<file path="config.mk">
export PLATFORM = sky130hd
export DESIGN_NAME = global_bus_arbiter
export DESIGN_NICKNAME = d
export VERILOG_FILES = /design/src/rtl/global_bus_arbiter.sv
export SDC_FILE = /design/constraint.sdc
export NUM_CORES = 1
export LEC_CHECK = 0
export ABC_AREA = 1
export BUFFER_PORTS_ARGS = -buffer_cell sky130_fd_sc_hd__buf_4
export CORE_ASPECT_RATIO = 1.5
export CORE_UTILIZATION = 43
export CTS_CLUSTER_DIAMETER = 150
export DETAILED_ROUTE_END_ITERATION = 10
export HOLD_SLACK_MARGIN = 0.15
export PLACE_DENSITY = 0.67
export SYNTH_ARGS = -nofsm -noshare
export SYNTH_HDL_FRONTEND = slang
export SYNTH_SLANG_ARGS = --single-unit
</file>
<file path="constraint.sdc">
create_clock -name clk -period 1.7 [get_ports clk]
set_input_delay 0.085 -clock clk [delete_from_list [all_inputs] [get_ports clk]]
set_output_delay 0.085 -clock clk [all_outputs]
set_load 0.05 [all_outputs]
</file>
<file path="src/rtl/global_bus_arbiter.sv">
// rtl/global_bus_arbiter.sv - round-robin global bus gate arbiter with bounded hold and dead cycle
// Define GBUS_ARB_FIXED_PRIO_EN for fixed priority pc > mdr > adder > alu instead of round-robin.
module global_bus_arbiter #(
    parameter int MAX_HOLD = 4,
    parameter int CNT_W    = 4
) (
    input  logic       clk,
    input  logic       reset_n,
    input  logic [3:0] req,
    output logic       g_pc,
    output logic       g_mdr,
    output logic       g_adder,
    output logic       g_alu,
    output logic [1:0] grant_id,
    output logic       busy,
    output logic       preempt
);

    typedef enum logic [1:0] {
        IDLE  = 2'd0,
        GRANT = 2'd1,
        GAP   = 2'd2
    } state_t;

    state_t           state;
    logic [CNT_W-1:0] hold_cnt;
    logic [3:0]       gate;
    logic             win_any;
    logic [1:0]       win_id;

`ifdef GBUS_ARB_FIXED_PRIO_EN
    always_comb begin
        win_id = 2'd0;
        for (int i = 3; i >= 0; i--) begin
            if (req[i]) win_id = 2'(i);
        end
    end
`else
    logic [1:0] rr_ptr;
    logic [1:0] idx;

    // Scan offsets from farthest to nearest so the first set bit after rr_ptr wins.
    always_comb begin
        win_id = 2'd0;
        idx    = 2'd0;
        for (int i = 4; i >= 1; i--) begin
            idx = rr_ptr + 2'(i);
            if (req[idx]) win_id = idx;
        end
    end
`endif

    assign win_any = |req;

    always_ff @(posedge clk or negedge reset_n) begin
        if (!reset_n) begin
            state    <= IDLE;
            gate     <= 4'b0000;
            grant_id <= 2'd0;
            busy     <= 1'b0;
            preempt  <= 1'b0;
            hold_cnt <= '0;
`ifndef GBUS_ARB_FIXED_PRIO_EN
            rr_ptr   <= 2'd3;
`endif
        end else begin
            preempt <= 1'b0;
            case (state)
                GRANT: begin
                    if (!req[grant_id]) begin
                        state <= GAP;
                        gate  <= 4'b0000;
                        busy  <= 1'b0;
                    end else if (hold_cnt == CNT_W'(MAX_HOLD)) begin
                        state   <= GAP;
                        gate    <= 4'b0000;
                        busy    <= 1'b0;
                        preempt <= 1'b1;
                    end else begin
                        hold_cnt <= hold_cnt + 1'b1;
                    end
                end
                default: begin
                    // IDLE and the single GAP cycle both arbitrate the same way.
                    if (win_any) begin
                        state    <= GRANT;
                        gate     <= 4'b0001 << win_id;
                        grant_id <= win_id;
                        busy     <= 1'b1;
                        hold_cnt <= CNT_W'(1);
`ifndef GBUS_ARB_FIXED_PRIO_EN
                        rr_ptr   <= win_id;
`endif
                    end else begin
                        state <= IDLE;
                        gate  <= 4'b0000;
                        busy  <= 1'b0;
                    end
                end
            endcase
        end
    end

    assign g_pc    = gate[0];
    assign g_mdr   = gate[1];
    assign g_adder = gate[2];
    assign g_alu   = gate[3];

endmodule
</file>
# Word-level counts from Yosys, hierarchy flattened

Cells that the tools add are included.

Register bits: 16
Input port bits: 6
Output and inout bits: 8
Word-level logic and storage cells: 60

$add $sub $neg: 4
$lt $le $gt $ge: 5
Eq/ne operators: 5
Shift-type cells: 1
Muxes and demuxes: 33
Bitwise operators: 1
Reductions and logical operators: 4

Operators by type and width:

| operator                                                              | count |
|---|---|
| 4-bit 2-to-1 mux                                                      | 8 |
| 2-bit by 3-bit < comparator with 1-bit output (second input constant) | 5 |
| 2-bit 2-to-1 mux                                                      | 7 |
| 1-bit 2-to-1 mux                                                      | 13 |
| 1-bit binary-select mux with 2-bit select                             | 5 |
| 2-bit adder (second input constant)                                   | 2 |
| 4-bit by 1-bit adder with 4-bit output (second input constant)        | 1 |
| 4-bit by 3-bit == test with 1-bit output (second input constant)      | 1 |
| 2-bit != test (second input constant)                                 | 2 |
| 4-bit OR reduction                                                    | 1 |
| 1-bit by 2-bit left shift with 4-bit output (first input constant)    | 1 |
| 3-bit != test (second input constant)                                 | 1 |
| 3-bit AND reduction                                                   | 1 |
| 2-bit by 1-bit adder with 2-bit output (second input constant)        | 1 |
| 2-bit by 1-bit == test with 1-bit output (second input constant)      | 1 |
| 2-bit AND reduction                                                   | 1 |
| 2-bit nonzero test                                                    | 1 |
| 1-bit NOT                                                             | 1 |

# Logic depth before layout (Yosys ltp)

Depth in word-level cells: 9
Mapped depth: 11
Gate-level depth less buffers: 11

# Worst setup path after synthesis

Ideal clock, no wire load.

Kind: flip-flop to flip-flop
From: reg grant_id[0]
To: reg hold_cnt[0]
Setup time: 0.126 ns
Arrival: 1.363 ns
Required time: 1.574 ns
Slack: 0.211 ns
Cell stages (with the launch flop): 8
Path buffers: 0
Period minus slack after synthesis: 1.489 ns
Cells stage by stage: dfrtp_1 -> inv_1 -> a21oi_1 -> o21ai_0 -> nand2_1 -> nand3_1 -> inv_1 -> o21ai_0

Word-level cells in the longest chain between the ends: 4

RTL lines:

| item                                      | RTL line | RTL |
|---|---|---|
| start, declared                           | 14       | `output logic [1:0] grant_id,` |
| start signal, assigned                    | 88       | `grant_id <= win_id;` |
| 1-bit binary-select mux with 2-bit select | 70       | `if (!req[grant_id]) begin` |
| 1-bit 2-to-1 mux (implied by the code)    | 70       |  |
| 2-bit != test (no source line)            | n/a      |  |
| 3-bit AND reduction (no source line)      | n/a      |  |
| end signal, assigned                      | 80       | `hold_cnt <= hold_cnt + 1'b1;` |
| end, declared                             | 26       | `logic [CNT_W-1:0] hold_cnt;` |

Every way passes these cells. The select of a mux whose other input is x is not followed.
A chain may end at the register's enable or synchronous reset.

# Worst setup path after layout

From: reg rr_ptr[0]
To: reg grant_id[1]

Word-level cells in the longest chain between the ends: 6
Elaborated cells between the ends (all ways): 15
Those cells by class: 3 x add/sub; 12 x mux

RTL lines:

| item                                                                          | RTL line | RTL |
|---|---|---|
| start, declared                                                               | 39       | `logic [1:0] rr_ptr;` |
| start signal, assigned                                                        | 92       | `rr_ptr <= win_id;` |
| 2-bit adder or 1-bit binary-select mux with 2-bit select (tied branches)      | 47, 48   |  |
| 1-bit binary-select mux with 2-bit select or 1-bit 2-to-1 mux (tied branches) | 48       | `if (req[idx]) win_id = idx;` |
| 1-bit 2-to-1 mux (implied by the code) or 2-bit 2-to-1 mux (tied branches)    | 48       |  |
| 2-bit 2-to-1 mux (2 in series)                                                | 48       |  |
| 2-bit 2-to-1 mux (*)                                                          | 48       |  |

Mark *: on every way between the ends. The rest lies on a longest branch, timed or not. The select of a mux whose other input is x is not followed.

==> impl_metrics.xml <==
<?xml version="1.0" encoding="UTF-8"?>
<metrics>
  <group name="clocking">
    <metric name="ctsLongestPathBuffers" unit="">2</metric>
    <metric name="clk_pin_slew" unit="ns">0.10</metric>
    <metric name="cts_tree" unit="">yes</metric>
    <metric name="clk_root_buffer_cell" unit="">sky130_fd_sc_hd__clkbuf_4</metric>
    <metric name="tritoncts_num_sinks" unit="">15</metric>
    <metric name="numCtsBuffers" unit="">3</metric>
    <metric name="htreeDepth" unit="">1</metric>
    <metric name="insertion_delay" unit="ns">0.28</metric>
  </group>
  <group name="synth">
    <metric name="synth_seq_cells" unit="">15</metric>
    <metric name="netlist_area" unit="um2">853</metric>
    <metric name="yosysSeqAreaShare" unit="%">44.3</metric>
    <metric name="postSynthAreaPerCell" unit="um2">7.29</metric>
    <metric name="yosysWarnings" unit="">0</metric>
    <metric name="syn-num-nets" unit="">125</metric>
    <metric name="syn-instance-count" unit="">117</metric>
    <metric name="synth.lib_cells_used.distinct" unit="">17</metric>
  </group>
  <group name="setup_path">
    <metric name="slowest_stage" unit="">sky130_fd_sc_hd__dfstp_2</metric>
    <metric name="start_to_end_type_of_the_worst_setup_path" unit="">reg -&gt; reg</metric>
    <metric name="crit_arrival" unit="ns">1.70</metric>
    <metric name="worst_setup_path_startpoint" unit="">rr_ptr[0]</metric>
    <metric name="rr_startpoint" unit="">rr_ptr[0]</metric>
    <metric name="reg2reg_setup_slack" unit="ns">0.17</metric>
    <metric name="critical_path.reg2reg.endpoint" unit="">grant_id[1]</metric>
    <metric name="timing.reg2reg.worst_path_depth" unit="">8</metric>
    <metric name="cpPeakStageDelay" unit="ns">0.62</metric>
    <metric name="path_cells" unit="">nand2_1, nand2_2, nand2_2, and3_2, nand2_1, nand2_1, nand2_1, o21ai_0</metric>
    <metric name="critPathCaptureType" unit="">register</metric>
    <metric name="crit_path_frequent_cell" unit="">sky130_fd_sc_hd__nand2_1</metric>
    <metric name="crit_path_start_kind" unit="">register</metric>
    <metric name="timing.critical_path.fanout_max" unit="">7</metric>
    <metric name="cp.required" unit="ns">1.87</metric>
  </group>
  <group name="timing">
    <metric name="min_period_over_period" unit="%">89.8</metric>
    <metric name="fin_setup_tns" unit="ns">0</metric>
    <metric name="final_clock_skew" unit="ns">0.00908</metric>
    <metric name="timing.final.max_slew_violations" unit="">0</metric>
    <metric name="grt_setup_unrepaired" unit="">false</metric>
    <metric name="tightest_slew" unit="ns">0.251</metric>
    <metric name="slew_headroom" unit="%">83.2</metric>
    <metric name="fmax" unit="GHz">0.655</metric>
    <metric name="report.final.hold_viol_count" unit="">0</metric>
    <metric name="setup_violations" unit="">0</metric>
    <metric name="crit_path_time_final" unit="ns">1.53</metric>
  </group>
  <group name="grt">
    <metric name="antenna_violations_before_repair" unit="">0</metric>
    <metric name="grt_first_pass_wirelength" unit="um">2950</metric>
    <metric name="grt_use_total" unit="%">19.0</metric>
    <metric name="first_global_vias" unit="">736</metric>
    <metric name="grt_overflow" unit="">0</metric>
    <metric name="grt_max_degree" unit="">16</metric>
  </group>
  <group name="final_layout">
    <metric name="stdcell_area" unit="um2">1010</metric>
    <metric name="sequential_cell_area" unit="um2">378</metric>
    <metric name="post_route_cells_drive_above_1_share" unit="%">20.7</metric>
    <metric name="multiInputGateArea" unit="um2">409</metric>
    <metric name="design.final.nets" unit="">144</metric>
    <metric name="syn2layout_area_growth" unit="%">18.9</metric>
    <metric name="layout_common_cells" unit="">sky130_fd_sc_hd__nand2_1 (40), sky130_fd_sc_hd__inv_1 (16), sky130_fd_sc_hd__nand3_1 (13), sky130_fd_sc_hd__dfrtp_1 (13), sky130_fd_sc_hd__buf_4 (13)</metric>
    <metric name="antenna_cells" unit="">0</metric>
    <metric name="final_util" unit="%">54.7</metric>
    <metric name="n_fill_cell" unit="">184</metric>
    <metric name="mostFrequentLayoutCell" unit="">sky130_fd_sc_hd__nand2_1</metric>
  </group>
  <group name="floorplan">
    <metric name="initial_utilization" unit="%">46.0</metric>
    <metric name="dieHeight" unit="um">56.6</metric>
    <metric name="fp.dieArea" unit="um2">2170</metric>
    <metric name="floorplan.rows" unit="">19</metric>
    <metric name="overall_die_width" unit="um">38.4</metric>
    <metric name="core_area" unit="um2">1850</metric>
    <metric name="top_level_ports" unit="">14</metric>
  </group>
  <group name="placed_design">
    <metric name="place.gp.congestion" unit="">0.783</metric>
    <metric name="placed_cell_area" unit="um2">977</metric>
    <metric name="dpl.hpwl" unit="um">1370</metric>
    <metric name="io_buffer_count" unit="">13</metric>
  </group>
  <group name="routing">
    <metric name="avgViaCountPerCell" unit="">4.94</metric>
    <metric name="postRouteAntennaNets" unit="">0</metric>
    <metric name="route.detailed.wl_per_inst" unit="um">10.7</metric>
    <metric name="route.final.wire_length" unit="um">1670</metric>
    <metric name="drt_pre_antenna_iters" unit="">4</metric>
    <metric name="num_vias" unit="">770</metric>
    <metric name="drc_errors" unit="">0</metric>
    <metric name="detailedRoute.firstIterationViolations" unit="">18</metric>
  </group>
  <group name="pwr">
    <metric name="ir_drop" unit="mV">0.895</metric>
    <metric name="power_density" unit="nW/um2">2060</metric>
    <metric name="leakage" unit="nW">0.572</metric>
  </group>
  <group name="status">
    <metric name="outcome" unit="">finished, final reports clean</metric>
  </group>
  <group name="flow_run">
    <metric name="max_cap_violations" unit="">0</metric>
  </group>
  <group name="worst_hold_path">
    <metric name="class_of_the_tightest_hold_or_removal_check" unit="">in -&gt; async</metric>
  </group>
</metrics>
-- per-stage QoR --
stage | instances | power [mW] | hold slack [ns] | setup slack, ns
global placement | 151 | 1.88 | -0.0521 | 0.202
floorplan | 117 | 1.60 | -0.211 | 0.211
finish | 156 | 2.09 | 0.177 | 0.174
detailed placement | 151 | 1.90 | -0.0515 | 0.177
CTS | 156 | 2.11 | 0.186 | 0.164
global route | 156 | 2.32 | 0.187 | 0.0178
-- kinds of logic after synthesis --
family | Yosys count | synth area share, %
adders and majority gates | 2 | 2.93
DFF | 15 | 44.3
xor gates and xnor gates | 2 | 2.05
buffers and inverters | 17 | 7.77
and+or+nand+nor | 66 | 33.7
AOI/OAI and AO/OA | 15 | 9.24
-- worst max-delay path, delay by kind of cell (launching register included) --
| family | cells | cell delay (ns) |
|---|---|---|
| and+or+nand+nor | 7 | 0.70 |
| AOI/OAI and AO/OA | 1 | 0.09 |
| DFF | 1 | 0.62 |
-- repair_timing --
action | in CTS | in global routing
setup buffers | 0 | 0
gates resized for setup | 0 | 0
hold buffers | 1 | 0
endpoints found under the setup margin | 0 | 0
hold endpoints to repair | 15 | 0
-- cells in the mapped netlist, drive strengths merged --
master  instances  area share (%)
a21oi           4             2.8
and2            1             1.0
and3            1            0.88
dfrtp          13              38
dfstp           2             6.2
ha              2             2.9
inv            17             7.8
nand2          45              21
nand3          13             7.6
nand4           1            0.73
nor2            5             2.2
o21ai          11             6.5
xor2            2             2.1
-- worst max path at each step --
stage                       end  slack, ns  cells after the start
floorplan           hold_cnt[0]       0.21                      7
global placement    grant_id[1]       0.20                      8
detailed placement  grant_id[1]       0.18                      8
CTS                 grant_id[1]       0.16                      8
global route        grant_id[1]       0.02                     10
finish              grant_id[1]       0.17                      8
-- area by class of cell --
class | count | share of cell area [%]
clock inverter | 1 | 0.493
clock buffer | 3 | 2.22
timing repair buffer | 14 | 10.6
multi-input combinational | 85 | 40.3
sequential | 15 | 37.2
tap | 21 | 2.59
inverter | 17 | 6.54
-- state kept, by name (all words and copies together), names as in the netlist --
register,cells
grant_id,2
preempt,1
hold_cnt,4
rr_ptr,2
state,2
gate,4
-- where the power goes --
part	total [mW]	internal, mW	switching [mW]
Sequential	0.618	0.512	0.106
Clock	0.204	0.0873	0.117
Combinational	1.27	0.410	0.860
-- per-layer routing --
metal / up-vias / routed length, um / track usage [%]
li1: 406 / - / -
met1: 350 / 709 / 21.8
met2: 10 / 903 / 32.9
met3: 4 / 22 / 3.56
met4: 0 / 37 / 7.39
met5: - / 0 / 0
Power figures use the tool's default switching activity.
